===== src/rtl/instr_sequencer.sv =====
`default_nettype none
// ============================================================================
// Module      : instr_sequencer
// Description : Multi-cycle fetch/decode/execute sequencer. Fetches 12-bit
//               instructions from a synchronous instruction memory (or takes
//               one from the switches) and drives register-file, ALU and
//               data-memory controls in fixed FETCH/DECODE/EXEC/WB slots.
//               Supports single-step, free-run and halt.
// Revision    : 1.0 - initial release
// ============================================================================
module instr_sequencer #(
    parameter int IM_AW = 4,
    parameter int CNT_W = 8
) (
    input  logic             clk,
    input  logic             reset,
    input  logic             run_mode,
    input  logic             step_pulse,
    input  logic             ext_pulse,
    input  logic [11:0]      ext_instr,
    input  logic [11:0]      im_data,
    output logic [IM_AW-1:0] im_addr,
    output logic             d_rd,
    output logic             d_wr,
    output logic [3:0]       d_addr,
    output logic             is_ext,
    output logic [1:0]       alu_sel,
    output logic             rf_we,
    output logic [2:0]       rf_raddr1,
    output logic [2:0]       rf_raddr2,
    output logic [2:0]       rf_waddr,
    output logic             busy,
    output logic             halted,
    output logic [CNT_W-1:0] retired
);

    localparam logic [2:0] c_OP_LOAD  = 3'b000;
    localparam logic [2:0] c_OP_STORE = 3'b001;
    localparam logic [2:0] c_OP_ADD   = 3'b101;
    localparam logic [2:0] c_OP_SUB   = 3'b110;
    localparam logic [2:0] c_OP_HALT  = 3'b111;

    localparam logic [1:0] c_ALU_PASS = 2'b00;
    localparam logic [1:0] c_ALU_ADD  = 2'b01;
    localparam logic [1:0] c_ALU_SUB  = 2'b10;

    typedef enum logic [2:0] {
        S_IDLE   = 3'd0,
        S_FETCH  = 3'd1,
        S_DECODE = 3'd2,
        S_EXEC   = 3'd3,
        S_WB     = 3'd4,
        S_HALTED = 3'd5
    } state_t;

    state_t             r_state;
    state_t             w_state_nxt;
    logic [IM_AW-1:0]   r_pc;
    logic [IM_AW-1:0]   w_pc_nxt;
    logic [11:0]        r_ir;
    logic [11:0]        w_ir_nxt;
    logic [CNT_W-1:0]   w_retired_nxt;

    logic               w_d_rd_nxt;
    logic               w_d_wr_nxt;
    logic [3:0]         w_d_addr_nxt;
    logic               w_is_ext_nxt;
    logic [1:0]         w_alu_sel_nxt;
    logic               w_rf_we_nxt;
    logic [2:0]         w_rf_raddr1_nxt;
    logic [2:0]         w_rf_raddr2_nxt;
    logic [2:0]         w_rf_waddr_nxt;
    logic               w_busy_nxt;
    logic               w_halted_nxt;
    logic [2:0]         w_op_nxt;
    logic               w_in_slot;
    logic               w_in_wb;

    // The memory address is simply the program counter.
    assign im_addr = r_pc;

    // Next-state, IR, PC and retired-count logic.
    always_comb begin
        w_state_nxt   = r_state;
        w_ir_nxt      = r_ir;
        w_pc_nxt      = r_pc;
        w_retired_nxt = retired;
        case (r_state)
            S_IDLE, S_HALTED: begin
                // Switch instruction has priority; a simultaneous step is dropped.
                if (ext_pulse) begin
                    w_ir_nxt    = ext_instr;
                    w_state_nxt = S_EXEC;
                end else if (step_pulse || (r_state == S_IDLE && run_mode)) begin
                    w_state_nxt = S_FETCH;
                end
            end
            S_FETCH: begin
                w_state_nxt = S_DECODE;
            end
            S_DECODE: begin
                // im_data now holds the word addressed during FETCH.
                w_ir_nxt    = im_data;
                w_pc_nxt    = r_pc + 1'b1;
                w_state_nxt = S_EXEC;
            end
            S_EXEC: begin
                if (r_ir[11:9] == c_OP_HALT) begin
                    w_state_nxt   = S_HALTED;
                    w_retired_nxt = retired + 1'b1;
                end else begin
                    w_state_nxt = S_WB;
                end
            end
            S_WB: begin
                w_retired_nxt = retired + 1'b1;
                w_state_nxt   = run_mode ? S_FETCH : S_IDLE;
            end
            default: begin
                w_state_nxt = S_IDLE;
            end
        endcase
    end

    // Control outputs for the upcoming cycle, decoded from next state and next IR.
    always_comb begin
        w_op_nxt        = w_ir_nxt[11:9];
        w_in_slot       = (w_state_nxt == S_EXEC) || (w_state_nxt == S_WB);
        w_in_wb         = (w_state_nxt == S_WB);
        w_d_rd_nxt      = 1'b0;
        w_d_wr_nxt      = 1'b0;
        w_is_ext_nxt    = 1'b0;
        w_rf_we_nxt     = 1'b0;
        w_d_addr_nxt    = d_addr;
        w_alu_sel_nxt   = alu_sel;
        w_rf_raddr1_nxt = rf_raddr1;
        w_rf_raddr2_nxt = rf_raddr2;
        w_rf_waddr_nxt  = rf_waddr;
        w_busy_nxt      = (w_state_nxt != S_IDLE) && (w_state_nxt != S_HALTED);
        w_halted_nxt    = (w_state_nxt == S_HALTED);
        if (w_in_slot) begin
            case (w_op_nxt)
                c_OP_LOAD: begin
                    // Read strobe spans EXEC and WB to cover memory read latency.
                    w_d_rd_nxt    = 1'b1;
                    w_d_addr_nxt  = w_ir_nxt[3:0];
                    w_alu_sel_nxt = c_ALU_PASS;
                    if (w_in_wb) begin
                        w_is_ext_nxt   = 1'b1;
                        w_rf_we_nxt    = 1'b1;
                        w_rf_waddr_nxt = w_ir_nxt[6:4];
                    end
                end
                c_OP_STORE: begin
                    w_rf_raddr1_nxt = w_ir_nxt[6:4];
                    w_d_addr_nxt    = w_ir_nxt[3:0];
                    w_alu_sel_nxt   = c_ALU_PASS;
                    w_d_wr_nxt      = w_in_wb;
                end
                c_OP_ADD, c_OP_SUB: begin
                    w_rf_raddr1_nxt = w_ir_nxt[2:0];
                    w_rf_raddr2_nxt = w_ir_nxt[5:3];
                    w_alu_sel_nxt   = (w_op_nxt == c_OP_ADD) ? c_ALU_ADD : c_ALU_SUB;
                    if (w_in_wb) begin
                        w_rf_we_nxt    = 1'b1;
                        w_rf_waddr_nxt = w_ir_nxt[8:6];
                    end
                end
                default: begin
                    // NOP, HALT and undefined opcodes drive no strobes.
                end
            endcase
        end
    end

    // State, datapath registers and registered control outputs.
    always_ff @(posedge clk or negedge reset) begin
        if (!reset) begin
            r_state   <= S_IDLE;
            r_pc      <= '0;
            r_ir      <= '0;
            retired   <= '0;
            d_rd      <= 1'b0;
            d_wr      <= 1'b0;
            d_addr    <= '0;
            is_ext    <= 1'b0;
            alu_sel   <= '0;
            rf_we     <= 1'b0;
            rf_raddr1 <= '0;
            rf_raddr2 <= '0;
            rf_waddr  <= '0;
            busy      <= 1'b0;
            halted    <= 1'b0;
        end else begin
            r_state   <= w_state_nxt;
            r_pc      <= w_pc_nxt;
            r_ir      <= w_ir_nxt;
            retired   <= w_retired_nxt;
            d_rd      <= w_d_rd_nxt;
            d_wr      <= w_d_wr_nxt;
            d_addr    <= w_d_addr_nxt;
            is_ext    <= w_is_ext_nxt;
            alu_sel   <= w_alu_sel_nxt;
            rf_we     <= w_rf_we_nxt;
            rf_raddr1 <= w_rf_raddr1_nxt;
            rf_raddr2 <= w_rf_raddr2_nxt;
            rf_waddr  <= w_rf_waddr_nxt;
            busy      <= w_busy_nxt;
            halted    <= w_halted_nxt;
        end
    end

endmodule
`default_nettype wire


===== config.mk =====
export PLATFORM = sky130hd
export DESIGN_NAME = instr_sequencer
export DESIGN_NICKNAME = d
export VERILOG_FILES = /design/src/rtl/instr_sequencer.sv
export SDC_FILE = /design/constraint.sdc
export NUM_CORES = 1
export LEC_CHECK = 0
export ABC_AREA = 1
export BUFFER_PORTS_ARGS = -buffer_cell sky130_fd_sc_hd__buf_2
export CAP_MARGIN = 20
export CORE_ASPECT_RATIO = 2
export CORE_MARGIN = 4
export CORE_UTILIZATION = 47
export DETAILED_ROUTE_END_ITERATION = 10
export GPL_ROUTABILITY_DRIVEN = 0
export GPL_TIMING_DRIVEN = 1
export PLACE_DENSITY = 0.75
export SLEW_MARGIN = 25
export SYNTH_ARGS = -nofsm -noshare
export SYNTH_HDL_FRONTEND = slang
export SYNTH_SLANG_ARGS = --single-unit

===== constraint.sdc =====
create_clock -name clk -period 1.65 [get_ports clk]
set_clock_uncertainty 0.05 [all_clocks]
set_input_delay 0 -clock clk [delete_from_list [all_inputs] [get_ports clk]]
set_output_delay 0 -clock clk [all_outputs]
set_load 0.02 [all_outputs]

==> run summary, run 1 <==
Status -> finished with violations
Failing checks -> negative setup slack
Number of stages on the worst setup path -> 11
Die Width -> 58.1 um
Initial Utilization -> 48.6%
Fillcell total -> 364
Startpoint types -> flip-flop
Core Area -> 4860 um2
Most common cell after layout, fill and taps aside -> nand2_1
Vias/cell -> 5.20
Worst-skew pair later-pin latency -> 0.31 ns
Slew Limit Fails -> 0
R2R setup slack -> -0.13 ns
Die Area -> 6300 um2
Row cnt -> 36
Root Driver -> clkbuf_8
Die H -> 108 um
RSZ-0062 raised after global routing -> yes
Setup crit end kind -> flip-flop
Worst Slack Setup Final -> -0.130 ns
DRC viols -> 0
H-tree lvl count -> 2
Final WL -> 7.29 mm
Min Hold Slack -> 0.0114 ns
CP Data Arrival Time -> 1.94 ns
First-pass GRT wire length -> 11.1 mm
Yosys warns -> 0
CP Class -> flip-flop to flip-flop
Syn nets -> 302
Total track usage -> 24.0%
CTS Buf Count -> 5
Worst r2r path cells -> 11
Kind of cell adding the most delay to the critical path -> simple AND/OR/NAND/NOR gates
Setup crit end -> rf_we
Combined area of the multi-input logic cells -> 1260 um2
DRT iter0 DRCs -> 71
Worst-Margin Slew -> 0.522 ns
Slowest stage delay, CP -> 0.48 ns
Simple-Gate Fraction of Synth Area -> 36.2%
Pwr dens -> 2220 nW/um2
Grt total ovfl -> 0
Area of the mapped netlist -> 2360 um2
Pin count of the biggest net entering global routing -> 23
Layout cells sized above 1 -> 44.3%
Worst path slowest cell -> dfrtp_2
Layout area overhead -> 47.8%
Reg-to-Reg Start -> r_state[2]
Vias -> 2313
Sequential area share after synthesis -> 50.8%
Fin cells -> 445
Crit share post-route -> 108%
Slew margin rel. -> 65.2%
Sequential cell area -> 1200 um2
Clk buf depth -> 2
Final hold viol count -> 0
Buffers on Ports -> 61
Clock Pin Slew Worst Setup and Hold Paths -> 0.09 ns
Tightest Hold Check Type -> input pin to flip-flop
Maximum clock rate -> 0.562 GHz
Cells after DPL -> 409
Reported max-cap violation count -> 0
Most frequent cells in the layout -> nand2_1, buf_2, dfrtp_1
Syn Area/Cell -> 8.72 um2
CP max FO -> 8
Final setup vio count -> 19
Ordered cell list for the critical path -> inv_4, nand3_4, nor2_2, inv_1, nand2_1, nor2_4, nand3_4, nand2_8, nand2_8, nand2_4, buf_4
Post-Synth Adder-Cell Area -> 1.06%
Drt pass-1 iters -> 4
Final Critical Period -> 1.78 ns
Max rail drop VDD -> 1.39 mV
Worst path required time -> 1.81 ns
Synth Instances -> 271
Number of global-route vias before repair -> 2375
Leakage -> 1.87 nW
Compound-Gate Fraction of Synth Area -> 2.81%
Final Net Count -> 418
Wirelength per Cell -> 16.4 um
Seq cells post-synth -> 48
Synth Area in XOR/XNOR -> 3.71%
Clock sink total -> 48
Ports -> 62
Reg-to-Reg End -> rf_we
Critical path origin -> r_state[2]
Crit path buf inv count -> 3
N_diodes -> 0
Multiplexer area fraction after synthesis -> 0.953%
CTS tree -> built
Largest family of logic cells by synthesized area -> simple AND/OR/NAND/NOR gates
Post-DP HPWL -> 4.82 mm
Final ANT Viol Nets -> 0
Cell variety after synth -> 30
Initial antenna violation count -> 0
## stage by stage
stage,TNS (ns),utilization (%),worst slack (ns),cell area (um2),power [mW]
global placement,-1.48,59.9,-0.117,2920,5.75
CTS,-0.652,68.4,-0.0686,3330,7.18
finish,-1.79,71.8,-0.130,3490,7.76
detailed placement,-2.30,59.9,-0.167,2920,5.84
global route,-3.57,71.8,-0.253,3490,8.25
floorplan,0,-,0.0258,2360,4.42
## worst min path at each step
| stage | slack (ns) | start | depth (start not counted) | to |
|---|---|---|---|---|
| after detailed placement | -0.05 | reset | 1 | im_addr[2] |
| after floorplan | -0.35 | reset | 0 | alu_sel[0] |
| final | 0.01 | im_data[4] | 4 | r_ir[4] |
| after CTS | 0.007 | im_data[4] | 4 | r_ir[4] |
| after global routing | 0.02 | im_data[4] | 4 | r_ir[4] |
| after global placement | -0.05 | reset | 1 | im_addr[2] |
## synth_stat cells (all sizes together)
| master | instances | area, um2 |
|---|---|---|
| nand2 | 110 | 473 |
| dfrtp | 48 | 1200 |
| nand3 | 38 | 243 |
| inv | 23 | 88.8 |
| nor2 | 15 | 78.8 |
| nand4 | 6 | 37.5 |
| xor2 | 6 | 52.6 |
| a21oi | 4 | 35.0 |
| o21ai | 4 | 23.8 |
| xnor2 | 4 | 35.0 |
| buf | 3 | 13.8 |
| ha | 2 | 25.0 |
| mux2 | 2 | 22.5 |
| nor3 | 2 | 10.0 |
| clkbuf | 1 | 3.75 |
| nor2b | 1 | 6.26 |
| nor4 | 1 | 6.26 |
| o31ai | 1 | 7.51 |
## final cells by class
type | instances | area share (%)
clock inverters | 3 | 1.33
flip-flops and latches | 48 | 34.5
multi-input cells | 197 | 36.2
clock buffers | 5 | 1.97
repair buffers | 112 | 21.2
well taps | 57 | 2.04
inverters | 23 | 2.76
## kinds of logic (layout without fill, tap and decap cells)
family | Yosys count | after routing
buffers and inverters | 27 | 143
AO/OA/AOI/OAI | 9 | 9
XOR/XNOR | 10 | 10
adder cells (fa/ha/maj) | 2 | 2
flip-flops | 48 | 48
multiplexers | 2 | 2
AND/OR/NAND/NOR | 173 | 174
## per-layer routing
layer	part of all wire (%)	global-route usage (%)
met4	6.4	15.8
met5	0	0
met1	32	21.2
met2	57	45.7
met3	4.2	5.38
## worst min-delay path, delay by kind of cell
kind	cells	cell delay [ns]
buffers and inverters	2	0.20
AND/OR/NAND/NOR	2	0.14
## registers in the layout (all words and copies together) (netlist names)
name	flops
r_ir	12
retired	8
d_addr	4
im_addr	4
r_state	3
rf_raddr1	3
rf_raddr2	3
rf_waddr	3
alu_sel	2
busy	1
d_rd	1
d_wr	1
halted	1
is_ext	1
rf_we	1
## power by group
group	internal [mW]	switching (mW)	leakage, nW	total, mW
Combinational	1.86	3.02	1.20	4.88
Sequential	1.67	0.329	0.608	1.99
Clock	0.457	0.427	0.0548	0.883
## what timing repair did
| action | 4_1_cts | 5_1_grt |
|---|---|---|
| setup endpoints to repair | 21 | 23 |
| gates cloned | 1 | 0 |
| endpoints found under the hold margin | 27 | 0 |
| gates resized for setup | 25 | 29 |
| setup buffers | 5 | 7 |
| pin swaps | 8 | 23 |
| hold buffers | 15 | 0 |
Power figures use the tool's default switching activity.
==> inputs of run 2 (changes only) <==
- RECOVER_POWER: unset -> 50
- TNS_END_PERCENT: unset -> 10
==> run summary, run 2 (synthesized netlist as in run 1, its figures left out) <==
Reg-to-Reg Start -> r_state[0]
Reg-to-Reg End -> rf_we
Pin count of the biggest net entering global routing -> 23 (unchanged)
Clk buf depth -> 2 (unchanged)
Number of global-route vias before repair -> 2377 (+0.084%)
Grt total ovfl -> 0 (unchanged)
Crit share post-route -> 108% (+0.24 points)
Buffers on Ports -> 61 (unchanged)
Row cnt -> 36 (unchanged)
Ports -> 62 (unchanged)
H-tree lvl count -> 2 (unchanged)
Failing checks -> negative setup slack
DRC viols -> 0 (unchanged)
Final hold viol count -> 0 (unchanged)
R2R setup slack -> -0.13 ns (about the same)
Most common cell after layout, fill and taps aside -> nand2_1
Maximum clock rate -> 0.560 GHz (-0.22%)
Setup crit end -> rf_we
Max rail drop VDD -> 1.38 mV (-0.20%)
Clock sink total -> 48 (unchanged)
Startpoint types -> flip-flop
Tightest Hold Check Type -> input pin to flip-flop
Layout area overhead -> 45.1%
Slew Limit Fails -> 0 (unchanged)
DRT iter0 DRCs -> 77 (+8.5%)
Root Driver -> clkbuf_8
Fillcell total -> 379 (+4.1%)
First-pass GRT wire length -> 11.1 mm (unchanged)
Final Net Count -> 415 (-0.72%)
RSZ-0062 raised after global routing -> yes
Die H -> 108 um (unchanged)
Most frequent cells in the layout -> nand2_1, dfrtp_1, buf_2
Worst-skew pair later-pin latency -> 0.31 ns (about the same)
Final ANT Viol Nets -> 0 (unchanged)
Wirelength per Cell -> 16.4 um (about the same)
Final Util -> 70.5% (-1.3 points)
Largest register FFs -> 12 (unchanged)
Setup TNS -> -1.72 ns (+0.0697 ns)
Pre-CTS WS -> -0.167 ns (unchanged)
CTS tree -> built
CP Data Arrival Time -> 1.95 ns (about the same)
CP Class -> flip-flop to flip-flop
Initial Utilization -> 48.6% (unchanged)
Setup crit end kind -> flip-flop
Vias/cell -> 5.25 (+0.98%)
Drt pass-1 iters -> 4 (unchanged)
CP max FO -> 8 (unchanged)
Critical path origin -> r_state[0]
Die Width -> 58.1 um (unchanged)
Worst Slack Setup Final -> -0.134 ns (-0.00390 ns)
Worst path required time -> 1.81 ns (about the same)
Min Hold Slack -> 0.0119 ns (+0.000545 ns)
Post-DP HPWL -> 4.82 mm (unchanged)
Final WL -> 7.25 mm (-0.67%)
Total track usage -> 24.0% (unchanged)
Vias -> 2320 (+0.30%)
Clock Pin Slew Worst Setup and Hold Paths -> 0.09 ns (about the same)
Slew margin rel. -> 15.9% (-49 points)
Status -> finished with violations
Worst r2r path cells -> 11 (unchanged)
Biggest regs -> r_ir (12), retired (8)
Initial antenna violation count -> 0 (unchanged)
CTS Buf Count -> 5 (unchanged)
Largest Register -> r_ir
Die Area -> 6300 um2 (unchanged)
Leakage -> 1.76 nW (-5.4%)
Final setup vio count -> 18 (-1)
Pwr dens -> 2230 nW/um2 (+0.26%)
N_diodes -> 0 (unchanged)
Core Area -> 4860 um2 (unchanged)
Hold Startpoint -> im_data[4]
Reported max-cap violation count -> 0 (unchanged)
Layout cells sized above 1 -> 37.9% (-6.4 points)
Worst-Margin Slew -> 1.26 ns (+0.739 ns)
Final Critical Period -> 1.78 ns (+0.00389 ns)
## run 2: worst min-delay path by stage
stage,slack (ns),depth (start not counted),end
after CTS,0.007,4,r_ir[4]
after detailed placement,-0.05,1,im_addr[2]
after global placement,-0.05,1,im_addr[2]
after floorplan,-0.35,0,alu_sel[0]
final,0.01,4,r_ir[4]
after global routing,0.02,4,r_ir[4]
## run 2: worst max-delay path, cell delays in order, from the launching register on
cell,delay [ns]
dfrtp_2,0.47
inv_2,0.10
nand3_4,0.14
nor2_2,0.18
inv_1,0.07
nand2_1,0.11
nor2_4,0.07
nand3_4,0.10
nand2_8,0.11
nand2_8,0.10
nand2_4,0.06
buf_4,0.13
## run 2: cell type report
| cell class | instances | area (um2) | area share, % |
|---|---|---|---|
| tap | 57 | 71.3 | 2.08 |
| inverter | 23 | 96.3 | 2.81 |
| clock buffer | 5 | 68.8 | 2.01 |
| timing repair buffer | 109 | 688 | 20.1 |
| clock inverter | 3 | 46.3 | 1.35 |
| multi-input combinational | 197 | 1250 | 36.5 |
| sequential | 48 | 1200 | 35.1 |
## run 2: repair_timing
item                                    in CTS  in global routing
endpoints found under the setup margin      21                 23
gates resized for setup                     25                 26
setup buffers                                5                  4
hold buffers                                15                  0
hold endpoints to repair                    27                  0
gates cloned                                 1                  0
pin swaps                                    8                 20
## run 2: layer usage
| layer | track usage (%) | up-vias | part of all wire, % |
|---|---|---|---|
| met3 | 5.38 | 32 | 4.5 |
| met2 | 45.7 | 93 | 57 |
| met1 | 21.2 | 1107 | 32 |
| met4 | 15.8 | 0 | 6.4 |
| met5 | 0 | - | 0 |
| li1 | - | 1088 | - |
## run 2: power by group
part	switching, mW	internal (mW)	total [mW]
logic	2.98	1.77	4.76
registers	0.330	1.67	2.00
clock network	0.425	0.457	0.881
total	3.74	3.89	7.63
## run 2: stage by stage
stage | cell area, um2 | power, mW | std cells
2_1_floorplan | 2360 | 4.42 | 271
3_3_place_gp | 2920 | 5.75 | 409
4_1_cts | 3330 | 7.18 | 438
5_1_grt | 3430 | 8.13 | 442
3_5_place_dp | 2920 | 5.84 | 409
6_report | 3430 | 7.63 | 442
